[config.mk]
export PLATFORM = sky130hd
export DESIGN_NAME = artec_sync_dispatch_flat
export DESIGN_NICKNAME = d
export VERILOG_FILES = /design/src/rtl/artec_dma_pkg.sv /design/src/rtl/artec_vr_if.sv /design/src/rtl/artec_fnum_fifo.sv /design/src/rtl/artec_sync_dispatch.sv /design/src/flat_wrapper.sv
export SDC_FILE = /design/constraint.sdc
export NUM_CORES = 1
export LEC_CHECK = 0
export CAP_MARGIN = 10
export CORE_MARGIN = 5
export CORE_UTILIZATION = 25
export DETAILED_ROUTE_END_ITERATION = 10
export PLACE_DENSITY = 0.5
export SLEW_MARGIN = 20
export SYNTH_ARGS = -nofsm -noshare
export SYNTH_HDL_FRONTEND = slang
export SYNTH_SLANG_ARGS = --single-unit
export TNS_END_PERCENT = 5
[constraint.sdc]
create_clock -name clk -period 1.95 [get_ports clk]
set_input_delay 0.195 -clock clk [delete_from_list [all_inputs] [get_ports clk]]
set_output_delay 0.195 -clock clk [all_outputs]
set_load 0.02 [all_outputs]
[src/rtl/artec_dma_pkg.sv]
// Shared types for the DMA read path: channel settings, dispatch commands and
// the dispatcher state encoding.
package artec_dma_pkg;

  localparam int DMA_CH_NUM = 5;
  localparam int DMA_FB_NUM = 8;
  localparam int DMA_CH_W   = $clog2(DMA_CH_NUM);
  localparam int DMA_FN_W   = $clog2(DMA_FB_NUM);

  typedef struct packed {
    logic [DMA_CH_NUM-1:0] enable;
  } settings_t;

  typedef struct packed {
    logic [DMA_CH_W-1:0] ch;
    logic [DMA_FN_W-1:0] fnum;
  } sync_cmd_t;

  typedef enum logic [1:0] {
    ST_IDLE,
    ST_ISSUE,
    ST_WAIT,
    ST_RELEASE
  } dispatch_state_t;

  // Index of the lowest set bit; 0 when the mask is empty.
  function automatic logic [DMA_CH_W-1:0] lowest_ch(input logic [DMA_CH_NUM-1:0] m);
    lowest_ch = '0;
    for (int i = DMA_CH_NUM - 1; i >= 0; i--)
      if (m[i]) lowest_ch = DMA_CH_W'(i);
  endfunction

endpackage

[src/rtl/artec_vr_if.sv]
// Generic valid/ready channel carrying a W-bit payload.
interface artec_vr_if #(parameter int W = 8);
  logic         valid;
  logic         ready;
  logic [W-1:0] data;

  modport master (output valid, output data, input ready);
  modport slave  (input valid, input data, output ready);
endinterface

[src/rtl/artec_fnum_fifo.sv]
// Small synchronous FIFO; pointers carry a wrap bit so full/empty fall out of
// a pointer compare. Push while full and pop while empty are ignored.
module artec_fnum_fifo #(
  parameter int WIDTH = 3,
  parameter int DEPTH = 4
) (
  input  logic             clk,
  input  logic             rstn,
  input  logic             push_i,
  input  logic [WIDTH-1:0] din_i,
  input  logic             pop_i,
  output logic             full_o,
  output logic             empty_o,
  output logic [WIDTH-1:0] dout_o
);

  localparam int AW = $clog2(DEPTH);

  logic [WIDTH-1:0] mem_q [DEPTH];
  logic [AW:0]      wp_q, rp_q;
  logic             do_push, do_pop;

  assign empty_o = (wp_q == rp_q);
  assign full_o  = (wp_q[AW] != rp_q[AW]) && (wp_q[AW-1:0] == rp_q[AW-1:0]);
  assign dout_o  = mem_q[rp_q[AW-1:0]];
  assign do_push = push_i && !full_o;
  assign do_pop  = pop_i && !empty_o;

  always_ff @(posedge clk or negedge rstn) begin
    if (!rstn) begin
      wp_q <= '0;
      rp_q <= '0;
    end else begin
      if (do_push) wp_q <= wp_q + 1'b1;
      if (do_pop)  rp_q <= rp_q + 1'b1;
    end
  end

  always_ff @(posedge clk) begin
    if (do_push) mem_q[wp_q[AW-1:0]] <= din_i;
  end

endmodule

[src/rtl/artec_sync_dispatch.sv]
// Queues synchronized frame numbers, issues one read command per enabled
// channel for each frame, waits for completions, then frees the buffer slot.
module artec_sync_dispatch
  import artec_dma_pkg::*;
#(
  parameter int CH_NUM = DMA_CH_NUM,
  parameter int FB_NUM = DMA_FB_NUM,
  parameter int DEPTH  = 4
) (
  input  logic              clk,
  input  logic              rstn,
  input  settings_t         settings_i,
  artec_vr_if.slave         sync_i,
  artec_vr_if.master        cmd_o,
  input  logic [CH_NUM-1:0] done_i,
  output logic [FB_NUM-1:0] fb_free_o,
  output logic              drop_o,
  output logic              busy_o
);

  localparam int FN_W = $clog2(FB_NUM);
  localparam int CH_W = $clog2(CH_NUM);

  dispatch_state_t   state_q, state_d;
  logic [FN_W-1:0]   cur_fnum_q, cur_fnum_d;
  logic [CH_W-1:0]   ch_q, ch_d;
  logic [CH_NUM-1:0] en_q, en_d;
  logic [FB_NUM-1:0] pend_q, pend_d;
  logic              rdy_q;

  logic              full, empty, push, pop;
  logic [FN_W-1:0]   fifo_dout;
  logic              accept, dup, rel;
  logic [CH_NUM-1:0] upper;
  sync_cmd_t         cmd;

  artec_fnum_fifo #(.WIDTH(FN_W), .DEPTH(DEPTH)) u_fifo (
    .clk     (clk),
    .rstn    (rstn),
    .push_i  (push),
    .din_i   (sync_i.data),
    .pop_i   (pop),
    .full_o  (full),
    .empty_o (empty),
    .dout_o  (fifo_dout)
  );

  // rdy_q keeps ready low during reset even though the empty FIFO is not full.
  assign sync_i.ready = rdy_q && !full;
  assign accept       = sync_i.valid && sync_i.ready;
  assign rel          = (state_q == ST_RELEASE);

  // A slot being released this cycle is free again, so it is not a duplicate.
  always_comb begin
    dup    = pend_q[sync_i.data] && !(rel && (cur_fnum_q == sync_i.data));
    push   = accept && !dup;
    drop_o = accept && dup;
    pend_d = pend_q;
    if (rel)  pend_d[cur_fnum_q]  = 1'b0;
    if (push) pend_d[sync_i.data] = 1'b1;
  end

  always_comb begin
    state_d    = state_q;
    cur_fnum_d = cur_fnum_q;
    ch_d       = ch_q;
    en_d       = en_q;
    pop        = 1'b0;
    upper      = '0;
    for (int i = 0; i < CH_NUM; i++)
      upper[i] = en_q[i] && (i > int'(ch_q));
    case (state_q)
      ST_IDLE: begin
        if (!empty) begin
          pop        = 1'b1;
          cur_fnum_d = fifo_dout;
          en_d       = settings_i.enable;
          ch_d       = lowest_ch(settings_i.enable);
          state_d    = (settings_i.enable == '0) ? ST_RELEASE : ST_ISSUE;
        end
      end
      ST_ISSUE: if (cmd_o.ready) state_d = ST_WAIT;
      ST_WAIT: begin
        if (done_i[ch_q]) begin
          if (upper != '0) begin
            ch_d    = lowest_ch(upper);
            state_d = ST_ISSUE;
          end else begin
            state_d = ST_RELEASE;
          end
        end
      end
      ST_RELEASE: state_d = ST_IDLE;
      default:    state_d = ST_IDLE;
    endcase
  end

  always_ff @(posedge clk or negedge rstn) begin
    if (!rstn) begin
      state_q    <= ST_IDLE;
      cur_fnum_q <= '0;
      ch_q       <= '0;
      en_q       <= '0;
      pend_q     <= '0;
      rdy_q      <= 1'b0;
    end else begin
      state_q    <= state_d;
      cur_fnum_q <= cur_fnum_d;
      ch_q       <= ch_d;
      en_q       <= en_d;
      pend_q     <= pend_d;
      rdy_q      <= 1'b1;
    end
  end

  always_comb begin
    cmd.ch   = ch_q;
    cmd.fnum = cur_fnum_q;
  end

  assign cmd_o.valid = (state_q == ST_ISSUE);
  assign cmd_o.data  = cmd;
  assign fb_free_o   = rel ? (FB_NUM'(1) << cur_fnum_q) : '0;
  assign busy_o      = (state_q != ST_IDLE) || !empty;

endmodule

[src/flat_wrapper.sv]
// flat-port wrapper written by rule: the top's interface ports become plain ports
module artec_sync_dispatch_flat import artec_dma_pkg::*;
#(
  parameter int CH_NUM = DMA_CH_NUM,
  parameter int FB_NUM = DMA_FB_NUM,
  parameter int DEPTH  = 4
)
  (clk, rstn, settings_i, done_i, fb_free_o, drop_o, busy_o, sync_i_valid, sync_i_data, sync_i_ready, cmd_o_valid, cmd_o_data, cmd_o_ready);
  artec_vr_if #(.W(3)) sync_i_i ();
  artec_vr_if #(.W(6)) cmd_o_i ();
  input  logic clk;
  input  logic rstn;
  input  settings_t settings_i;
  input  logic [CH_NUM-1:0] done_i;
  output logic [FB_NUM-1:0] fb_free_o;
  output logic drop_o;
  output logic busy_o;
  input wire logic [$bits(sync_i_i.valid)-1:0] sync_i_valid;
  input wire logic [$bits(sync_i_i.data)-1:0] sync_i_data;
  output wire logic [$bits(sync_i_i.ready)-1:0] sync_i_ready;
  output wire logic [$bits(cmd_o_i.valid)-1:0] cmd_o_valid;
  output wire logic [$bits(cmd_o_i.data)-1:0] cmd_o_data;
  input wire logic [$bits(cmd_o_i.ready)-1:0] cmd_o_ready;
  assign sync_i_i.valid = sync_i_valid;
  assign sync_i_i.data = sync_i_data;
  assign sync_i_ready = sync_i_i.ready;
  assign cmd_o_valid = cmd_o_i.valid;
  assign cmd_o_data = cmd_o_i.data;
  assign cmd_o_i.ready = cmd_o_ready;
  artec_sync_dispatch #(.CH_NUM(CH_NUM), .FB_NUM(FB_NUM), .DEPTH(DEPTH)) u_core (.clk(clk), .rstn(rstn), .settings_i(settings_i), .sync_i(sync_i_i), .cmd_o(cmd_o_i), .done_i(done_i), .fb_free_o(fb_free_o), .drop_o(drop_o), .busy_o(busy_o));
endmodule
==> results of run 1 <==
synthesized netlist by cell type (all sizes together) (2+ instances only):
cell type  number  area share
a21oi           2      0.0050
a311o           2      0.0099
a32o            2      0.0099
and2            4       0.012
buf             2      0.0081
clkbuf          3      0.0056
dfrtp          27        0.33
edfxtp         12        0.18
ha              5       0.031
inv            10       0.019
mux2           11       0.061
mux4            4       0.045
nand2           7       0.014
nand2b          5       0.016
nand3           2      0.0050
nand3b          2      0.0074
nor2           14       0.026
nor2b           4       0.012
nor3            4      0.0099
nor4            3      0.0093
o21ai           8       0.020
o31ai           4       0.015
xnor2           2      0.0087
xor2            8       0.035
power by group:
part           total, mW  internal (mW)  leakage, nW  switching, mW
clock network      0.684          0.381       0.0581          0.303
logic               2.30           1.21        0.713           1.09
registers           1.39           1.15        0.426          0.239
routing by layer:
layer  vias up  share of wire  GRT usage
met2        36           0.47      0.171
met5         -              0          0
met4         0         0.0041     0.0210
met3         4          0.044     0.0250
met1       746           0.48      0.147
li1        759              -          -
worst max-delay path: stages (launching register included):
cell      delay [ns]
dfrtp_1         0.39
mux2_4          0.26
mux4_2          0.51
a221oi_4        0.42
and2_4          0.24
layout make-up:
class	instances	area [µm²]
sequential	39	1040
tap	102	128
multi-input combinational	116	975
clock inverter	3	43.8
inverter	11	41.3
fill	805	4970
clock buffer	5	68.8
timing repair buffer	65	546
flip-flops by register name, indices dropped and copies added, names as in the netlist:
name                 flops
u_core.u_fifo.mem_q     12
u_core.pend_q            8
u_core.en_q              4
u_core.ch_q              3
u_core.cur_fnum_q        3
u_core.u_fifo.rp_q       3
u_core.u_fifo.wp_q       3
u_core.state_q           2
u_core.rdy_q             1
logic make-up (layout without fill, tap and decap cells):
family	Yosys count	after routing	share of synthesized area
adders and majority gates	5	5	0.0310
AOI/OAI and AO/OA	31	31	0.123
and+or+nand+nor	53	53	0.141
DFF	39	39	0.514
xor gates and xnor gates	10	10	0.0434
buffers and inverters	16	84	0.0341
other	1	1	0.00186
muxes	16	16	0.111
path summary, 6_finish.rpt:
| path | start | end | slack, ns | depth (start not counted) |
|---|---|---|---|---|
| max | u_core.pend_q[2]$_DFF_PN0_ | u_core.u_fifo.mem_q[3][1]$_DFFE_PP_ | -0.15 | 4 |
| min | rstn | u_core.en_q[2]$_DFFE_PN0P_ | 0.29 | 2 |
| max reg2reg | u_core.pend_q[2]$_DFF_PN0_ | u_core.u_fifo.mem_q[3][1]$_DFFE_PP_ | -0.15 | 4 |
| min reg2reg | u_core.u_fifo.rp_q[2]$_DFFE_PN0P_ | u_core.u_fifo.rp_q[2]$_DFFE_PN0P_ | 0.49 | 1 |
| max in group asynchronous | rstn | u_core.cur_fnum_q[2]$_DFFE_PN0P_ | 1.36 | 2 |
| min in group clk | u_core.u_fifo.rp_q[2]$_DFFE_PN0P_ | u_core.u_fifo.rp_q[2]$_DFFE_PN0P_ | 0.49 | 1 |
timing repair:
item | CTS | global route
pin swaps | 6 | 5
setup endpoints to repair | 34 | 28
buffers inserted | 0 | 2
gates resized for setup | 24 | 12
==> impl_metrics.tcl, run 1 <==
set metrics [dict create \
    yosys_register_bits 39 \
    placedInstanceArea_um2 2690 \
    worst_slack_ns -0.147 \
    hold_violations 0 \
    drive_above_1_share 0.276 \
    ir_worst_vdd_uv 414 \
    firstDrtPassIters 4 \
    worstSetupPathType "reg -> reg" \
    fmax_mhz 477 \
    synth_warnings 0 \
    grt_setup_unrepaired "true" \
    core-area_um2 7810 \
    cp-end-kind "register" \
    hpwl_mm 3.89 \
    design_area_um2 2840 \
    cap_viol_max_count 0 \
    ios 35 \
    wl_mm 5.08 \
    final.setup.tns_ns -2.79 \
    skew_ns 0.00778 \
    start_kind "register" \
    area_delta_synth_final_pct 40.8 \
    dpl.cell_count 331 \
    min-delay-path-class "in -> async" \
    synth.distinct_cells 51 \
    cts_tree "built" \
    die_h_um 99.8 \
    grt_max_degree 28 \
    final_nets 260 \
    utilization 0.364 \
    ys.flop_type "dfrtp_1" \
    rows 32 \
    cp.arrival_ns 2.11 \
    synth_area_um2 2020 \
    post_drt_via_cell_ratio 4.53 \
    cts-buffers-inserted 5 \
    outcome "finished, violations left" \
    ant_nets 0 \
    routabilityCongestion 0.754 \
    routedWlPerCell_um 14.9 \
    track_usage 0.106 \
    die-area_um2 9960 \
    cts_num_sinks 39 \
    p_leak_nw 1.20 \
    vias 1545 \
    total_power_mw 4.38 \
    num_antenna_cells 0 \
    whs_ns 0.294 \
    clk_pin_slew_ns 0.08 \
    antenna_found_initial 0 \
    seq_area_frac_synth 0.514 \
    syn_avg_cell_area_um2 11.8 \
    initial_utilization 0.258 \
    layout_min_cycle_time_ns 2.10 \
    cts-root-buf "clkbuf_8" \
    clock_path_buffers 2 \
    required_ns 1.96 \
    synth-edff-count 12 \
    port_buffers 34 \
    dp_slack_ns -0.659 \
    die_w_um 99.8 \
    async_reset_ff_frac 0.692 \
    cts_hold_buf 0 \
    setup_viol 24 \
    grt_pass1_vias 1678 \
    syn_inst 171 \
    finalCritPeriodShare 1.08 \
    clk_latency_ns 0.29 \
    cp_max_fo 7 \
    slew_viol_final 0 \
    synth_nets 193 \
    final_cells 341 \
    power_density_nw_per_um2 1540 \
    drc_errors 0 \
    failed_checks "negative setup slack" \
    drt_iter0_drc 37 \
    grt.overflow.total 0 \
    grt_first_pass_wirelength_mm 8.51 \
    layout_common_cells "buf_4 (31), dfrtp_1 (26), clkdlybuf4s50_1 (21), nor2_1 (14), edfxtp_1 (12)" \
    layout_commonest_cell "buf_4" \
    h-tree-depth 2 \
]
(Power assumes the default switching activity.)
==> run 2, diff against run 1 <==
--- a/config.mk
+++ b/config.mk
@@ -7,9 +7,9 @@
 export LEC_CHECK = 0
 export CAP_MARGIN = 10
 export CORE_MARGIN = 5
-export CORE_UTILIZATION = 25
+export CORE_UTILIZATION = 35
 export DETAILED_ROUTE_END_ITERATION = 10
-export PLACE_DENSITY = 0.5
+export PLACE_DENSITY = 0.64
 export SLEW_MARGIN = 20
 export SYNTH_ARGS = -nofsm -noshare
 export SYNTH_HDL_FRONTEND = slang
==> run 2 against run 1 <==
Net effect:
- the run still ends with negative setup slack left
- sequential share of layout area rose by 0.89 points
- final area fell by 2.4%
- critical endpoint unchanged
- clock skew fell by 0.0028 ns
- largest cell class unchanged
- total power fell by 5.8%
- setup slack improved by 0.019 ns
- register-to-register slack improved by 0.02 ns
- critical path depth rose by 1
- die area fell by 26%
- sequential power barely moved
==> impl_metrics.tcl, run 2 (synthesis gave the netlist of run 1 again) <==
set metrics [dict create \
    die_h_um 85.9 \
    core-area_um2 5540 \
    final_nets 260 \
    firstDrtPassIters 6 \
    initial_utilization 0.364 \
    wl_mm 4.77 \
    area_delta_synth_final_pct 37.4 \
    rows 27 \
    hpwl_mm 3.76 \
    die_w_um 85.9 \
    clk_latency_ns 0.29 \
    required_ns 1.96 \
    layout_min_cycle_time_ns 2.08 \
    cts-root-buf "clkbuf_8" \
    drt_iter0_drc 48 \
    layout_common_cells "buf_4 (31), dfrtp_1 (26), clkdlybuf4s50_1 (22), nor2_1 (14), edfxtp_1 (12)" \
    p_leak_nw 1.19 \
    final.setup.tns_ns -2.05 \
    routedWlPerCell_um 15.3 \
    utilization 0.500 \
    ant_nets 0 \
    grt_first_pass_wirelength_mm 8.09 \
    grt_pass1_vias 1636 \
    ios 35 \
    clk_pin_slew_ns 0.07 \
    track_usage 0.141 \
    power_density_nw_per_um2 1490 \
    worst_slack_ns -0.127 \
    layout_commonest_cell "buf_4" \
    grt.overflow.total 0 \
    start_kind "register" \
    failed_checks "negative setup slack" \
    cts-buffers-inserted 5 \
    grt_setup_unrepaired "true" \
    placedInstanceArea_um2 2650 \
    ir_worst_vdd_uv 757 \
    drive_above_1_share 0.268 \
    cp.arrival_ns 2.09 \
    cts_tree "built" \
    outcome "finished, violations left" \
    design_area_um2 2770 \
    die-area_um2 7380 \
    worstSetupPathType "reg -> reg" \
    drc_errors 0 \
    largest_reg_flops 12 \
    h-tree-depth 2 \
    fmax_mhz 481 \
    routabilityCongestion 0.777 \
    skew_ns 0.00500 \
    cap_viol_max_count 0 \
    hold_violations 0 \
    cts_num_sinks 39 \
    post_drt_via_cell_ratio 5.03 \
    cp_max_fo 7 \
    grt_max_degree 28 \
    slew_viol_final 0 \
    vias 1564 \
    setup_viol 22 \
    antenna_found_initial 0 \
    port_buffers 34 \
    num_antenna_cells 0 \
    cp-end-kind "register" \
    min-delay-path-class "in -> async" \
    finalCritPeriodShare 1.07 \
    clock_path_buffers 2 \
]
==> run 2: changes by cell type in the layout (fill, tap and decap cells not counted), sizes merged <==
cell,delta
clkbuf,+2
buf,-1
bufinv,-1
clkdlybuf4s50,+1
clkdlybuf4s15,-1
dlymetal6s2s,+1
dlygate4sd2,-1
==> run 2: final timing paths <==
| kind | start | end | slack [ns] | depth (start not counted) |
|---|---|---|---|---|
| setup / recovery | u_core.pend_q[2]$_DFF_PN0_ | u_core.u_fifo.mem_q[3][1]$_DFFE_PP_ | -0.13 | 5 |
| min in group clk | u_core.u_fifo.wp_q[2]$_DFFE_PN0P_ | u_core.u_fifo.wp_q[2]$_DFFE_PN0P_ | 0.48 | 1 |
| max in group asynchronous | rstn | u_core.cur_fnum_q[2]$_DFFE_PN0P_ | 1.39 | 2 |
| hold reg to reg | u_core.u_fifo.wp_q[2]$_DFFE_PN0P_ | u_core.u_fifo.wp_q[2]$_DFFE_PN0P_ | 0.48 | 1 |
| hold / removal | rstn | u_core.en_q[2]$_DFFE_PN0P_ | 0.28 | 2 |
| setup reg to reg | u_core.pend_q[2]$_DFF_PN0_ | u_core.u_fifo.mem_q[3][1]$_DFFE_PP_ | -0.13 | 5 |
==> run 2: cell type report <==
class | instances | area, µm²
Sequential cell | 39 | 1040
Multi-Input combinational cell | 116 | 972
Timing Repair Buffer | 65 | 549
Fill cell | 521 | 2770
Clock inverter | 2 | 8.76
Inverter | 11 | 41.3
Clock buffer | 6 | 72.6
Tap cell | 72 | 90.1
==> run 2: stage by stage <==
stage / hold WS, ns / std cells / worst slack (ns) / power (mW)
detailed placement: 0.477 / 301 / -0.741 / 3.58
finish: 0.280 / 311 / -0.127 / 4.12
global placement: 0.476 / 301 / -0.687 / 3.55
floorplan: -0.101 / 171 / -0.127 / 2.64
CTS: 0.295 / 309 / -0.188 / 4.12
global route: 0.317 / 311 / -0.184 / 4.46
==> run 2: report_power, final <==
part	total, mW	internal (mW)	switching [mW]
registers	1.38	1.15	0.233
logic	2.22	1.16	1.06
clock network	0.515	0.246	0.269
total	4.12	2.56	1.56
==> run 2: layer usage <==
layer  vias to the layer above  track usage  part of all wire  wire (µm)
met4                         0       0.0532             0.019         90
met5                         -            0                 0          0
li1                        756            -                 -          -
met2                        38        0.226              0.47       2260
met3                        10       0.0375             0.057        273
met1                       760        0.181              0.45       2150
==> run 2: critical path, cell delays in order (launching register included) <==
cell	delay, ns
dfrtp_1	0.40
mux2_4	0.27
mux4_2	0.52
a221oi_4	0.28
buf_6	0.16
and2_4	0.17
==> run 2: repair_timing <==
| item | in CTS | in global routing |
|---|---|---|
| setup buffers | 0 | 2 |
| pin swaps | 8 | 3 |
| endpoints found under the hold margin | 0 | 0 |
| gates resized for setup | 18 | 15 |
| gates cloned | 0 | 0 |
| hold buffers | 0 | 0 |
| setup endpoints to repair | 33 | 28 |
==> edit 1 (config.mk and constraints of run 1) <==
Set the package constant `DMA_CH_NUM` to 6 (it was 5).
--- a/src/rtl/artec_dma_pkg.sv
+++ b/src/rtl/artec_dma_pkg.sv
@@ -3,5 +3,5 @@
 package artec_dma_pkg;
 
-  localparam int DMA_CH_NUM = 5;
+  localparam int DMA_CH_NUM = 6;
   localparam int DMA_FB_NUM = 8;
   localparam int DMA_CH_W   = $clog2(DMA_CH_NUM);
Interface: changed (resized done_i and settings_i); port bits go from 35 to 37. No check against the original RTL was run, so the function may have changed too.
==> edit 1 against run 1 <==
- the flow still finishes with violations (negative setup slack)
- final area up 1.3%
- clock skew up 1.1 ps
- worst setup slack better by 120 ps
- synthesized area up 6.6%
- wire length down 2.3%
- sequential cell count up 1
- non-clock buffer count down 5
- sequential share of layout area up 0.41 points
- total power down 1.8%
- largest cell class unchanged
- largest power group unchanged
- highest routed layer unchanged
==> edit 1: results (changes against run 1) <==
Placer Congestion -> 0.797 (was 0.754)
M1 WL -> 2.44 mm (was 2.46 mm)
Setup TNS -> -135 ps (was -2790 ps)
WL final -> 4.96 mm (was 5.08 mm)
Post-CTS resize count -> 25 (was 24)
Worst Skew -> 8.87 ps (was 7.78 ps)
Met2 usage -> 15.2% (was 17.1%)
Leak -> 1.18 nW (was 1.20 nW)
Largest net degree at the start of global routing -> 29 (was 28)
Placed inst area -> 0.00278 mm² (was 0.00269 mm²)
Mux cell area share after synthesis -> 13.0% (was 11.1%)
Internal -> 2.61 mW (was 2.75 mW)
Status -> complete, but fails checks (unchanged)
Cell variety after synth -> 50 (was 51)
Failing checks -> negative setup slack (unchanged)
Share of layout cells above drive strength 1 -> 28.4% (was 27.6%)
Total Routing Usage GR -> 9.75% (was 10.6%)
DP Worst Slack -> -642 ps (was -659 ps)
DR iter-0 viols -> 45 (was 37)
Via count -> 1628 (was 1545)
Final #Nets -> 273 (was 260)
First-pass GRT wire length -> 8.03 mm (was 8.51 mm)
Avg Inst Size Synth -> 11.3 µm² (was 11.8 µm²)
Avg WL per Cell -> 14.0 µm (was 14.9 µm)
DP HPWL -> 3.85 mm (was 3.89 mm)
Metal2 WL -> 2.27 mm (was 2.37 mm)
Cell Count Post-Placement -> 347 (was 331)
VDD IR max -> 459 µV (was 414 µV)
XOR/XNOR share of the synthesized area -> 4.48% (was 4.34%)
Final Worst Setup Slack -> -27.8 ps (was -147 ps)
Adder-cell share of the synthesized area -> 2.91% (was 3.10%)
Final setup vio count -> 12 (was 24)
-- edit 1: layout make-up --
type / count / area (µm²)
clock buffers: 5 / 68.8
clock inverters: 3 / 18.8
fillers: 827 / 5420
inverters: 9 / 33.8
multi-input cells: 133 / 1050
flip-flops and latches: 40 / 1060
well taps: 105 / 131
repair buffers: 60 / 514
-- edit 1: power by group through the flow --
stage               clock (mW)  combinational, mW  sequential, mW
floorplan                    0               1.44            1.48
global placement             0               2.31            1.46
detailed placement           0               2.31            1.45
CTS                      0.568               2.33            1.44
global route             0.591               2.56            1.49
finish                   0.542               2.31            1.44
-- edit 1: final timing paths --
path	startpoint	to	slack, ps
worst max-delay path	u_core.pend_q[7]$_DFF_PN0_	u_core.u_fifo.mem_q[3][0]$_DFFE_PP_	-30
worst min-delay path	rstn	u_core.ch_q[0]$_DFFE_PN0P_	290
worst max register to register	u_core.pend_q[7]$_DFF_PN0_	u_core.u_fifo.mem_q[3][0]$_DFFE_PP_	-30
worst min register to register	u_core.en_q[1]$_DFFE_PN0P_	u_core.en_q[1]$_DFFE_PN0P_	510
max in group asynchronous	rstn	u_core.cur_fnum_q[0]$_DFFE_PN0P_	1360
min in group clk	settings_i[1]	u_core.en_q[1]$_DFFE_PN0P_	510
-- edit 1: cells by family after synthesis --
logic type	after synthesis
and+or+nand+nor	54
AOI/OAI and AO/OA	41
DFF	40
muxes	21
buffers and inverters	18
xor gates and xnor gates	11
adders and majority gates	5
other	1
-- edit 1: metrics by stage --
| step | power (mW) | hold slack [ps] |
|---|---|---|
| detailed placement | 3.75 | 487 |
| global placement | 3.77 | 486 |
| CTS | 4.34 | 306 |
| floorplan | 2.92 | -101 |
| finish | 4.30 | 293 |
| global route | 4.64 | 353 |
==> edit 2 (flow settings as in run 1) <==
Without the edit above. The 4 states of `dispatch_state_t` get a one-hot encoding in 4 bits.
--- a/src/rtl/artec_dma_pkg.sv
+++ b/src/rtl/artec_dma_pkg.sv
@@ -17,9 +17,9 @@
   } sync_cmd_t;
 
-  typedef enum logic [1:0] {
-    ST_IDLE,
-    ST_ISSUE,
-    ST_WAIT,
-    ST_RELEASE
+  typedef enum logic [3:0] {
+    ST_IDLE    = 4'b0001,
+    ST_ISSUE   = 4'b0010,
+    ST_WAIT    = 4'b0100,
+    ST_RELEASE = 4'b1000
   } dispatch_state_t;
 
Behaviour: same outputs for any inputs over 4 cycles, from zero or initial values and one cycle with rstn low; so few cycles prove little.
==> edit 2 against run 1 <==
- the run still ends with negative setup slack left
- fmax up 5.9%
- register-to-register slack improved by 150 ps
- synthesized area is 5.5% higher
- non-clock buffer count grew 9
- wire length increased by 4.7%
- sequential cell count rose by 2
- final area up 7.4%
- worst setup slack improved by 120 ps
- total power is 8.1% lower
- synthesized cell count increased by 5.3%
- critical path type is now in2out
- critical endpoint is now drop_o
==> edit 2: results (changes against run 1) <==
Synth Net Count -> 202 (was 193)
Clock Power Share -> 14.3% (was 15.6%)
Mux cell area share after synthesis -> 13.2% (was 11.1%)
DR iter-0 viols -> 64 (was 37)
Post-CTS resize count -> 50 (was 24)
Sequential power share -> 34.3% (was 31.8%)
VDD IR max -> 498 µV (was 414 µV)
Sequential cell area fraction in the yosys report -> 51.1% (was 51.4%)
CP max FO -> 6 (was 7)
Adder-cell share of the synthesized area -> 2.94% (was 3.10%)
Via-to-Cell Ratio -> 4.62 (was 4.53)
First-pass GRT wire length -> 8.56 mm (was 8.51 mm)
Cell variety after synth -> 47 (was 51)
Largest cells by area after synthesis -> dfrtp_1 (33%), edfxtp_1 (17%), mux2_2 (7.4%) (was dfrtp_1 (33%), edfxtp_1 (18%), mux2_1 (6.1%))
Final setup vio count -> 1 (was 24)
Final Worst Setup Slack -> -29.9 ps (was -147 ps)
Avg WL per Cell -> 14.6 µm (was 14.9 µm)
DP Worst Slack -> -684 ps (was -659 ps)
Status -> complete, but fails checks (unchanged)
Fraction of registers with async set/reset -> 70.7% (was 69.2%)
Final #Nets -> 281 (was 260)
Largest net degree at the start of global routing -> 30 (was 28)
Setup TNS -> -29.9 ps (was -2790 ps)
Most frequent cells after synthesis -> dfrtp_1 (28), o21ai_0 (18), mux2_2 (14), nand2_1 (13) (was dfrtp_1 (27), nor2_1 (14), edfxtp_1 (12), mux2_1 (11), inv_1 (10))
Number of global-route vias before repair -> 1714 (was 1678)
Placer Congestion -> 0.776 (was 0.754)
P_sw -> 1.49 mW (was 1.63 mW)
Failing checks -> negative setup slack (unchanged)
PwrDens -> 1320 mW/mm² (was 1540 mW/mm²)
Share of layout cells above drive strength 1 -> 41.9% (was 27.6%)
Total Routing Usage GR -> 10.4% (was 10.6%)
-- edit 2: cell count changes after synthesis, moves of 5 or more --
cell and change:
xor2_1 -5, mux2_2 +14, mux2_1 -9, nand2_1 +7, o21ai_0 +13
-- edit 2: metal layers --
metal  track usage (%)  up-vias  wire length (µm)
met2              16.0       31              2540
li1                  -      815                 -
met5                 0        -                 0
met4              2.72        0                21
met3              2.25        2               241
met1              15.0      839              2520
-- edit 2: critical path, delay by kind of cell --
kind | cells | cell delay, ps
multiplexers | 2 | 890
AND/OR/NAND/NOR | 1 | 180
buffers and inverters | 2 | 520
-- edit 2: cell type report --
class / instances / area, µm² / area share [%]
sequential: 41 / 1090 / 35.7
clock inverter: 3 / 21.3 / 0.697
inverter: 6 / 22.5 / 0.738
timing repair buffer: 74 / 619 / 20.3
tap: 105 / 131 / 4.31
clock buffer: 5 / 68.8 / 2.26
multi-input combinational: 131 / 1100 / 36.0
-- edit 2: final timing paths --
check / from / end / slack, ps
min: rstn / u_core.pend_q[7]$_DFF_PN0_ / 300
min reg2reg: u_core.u_fifo.rp_q[2]$_DFFE_PN0P_ / u_core.u_fifo.rp_q[2]$_DFFE_PN0P_ / 530
max in group asynchronous: rstn / u_core.state_q[0]$_DFFE_PN1P_ / 1330
max reg2reg: u_core.state_q[2]$_DFFE_PN0P_ / u_core.ch_q[1]$_DFFE_PN0P_ / 0
min in group clk: cmd_o_ready / u_core.state_q[1]$_DFFE_PN0P_ / 530
max: sync_i_data[0] / drop_o / -30
-- edit 2: stage by stage --
stage	area [µm²]	hold WS, ps	cells
2_1_floorplan	2130	-101	180
3_3_place_gp	2890	490	356
3_5_place_dp	2890	498	356
4_1_cts	2960	310	365
5_1_grt	3050	322	365
6_report	3050	298	365
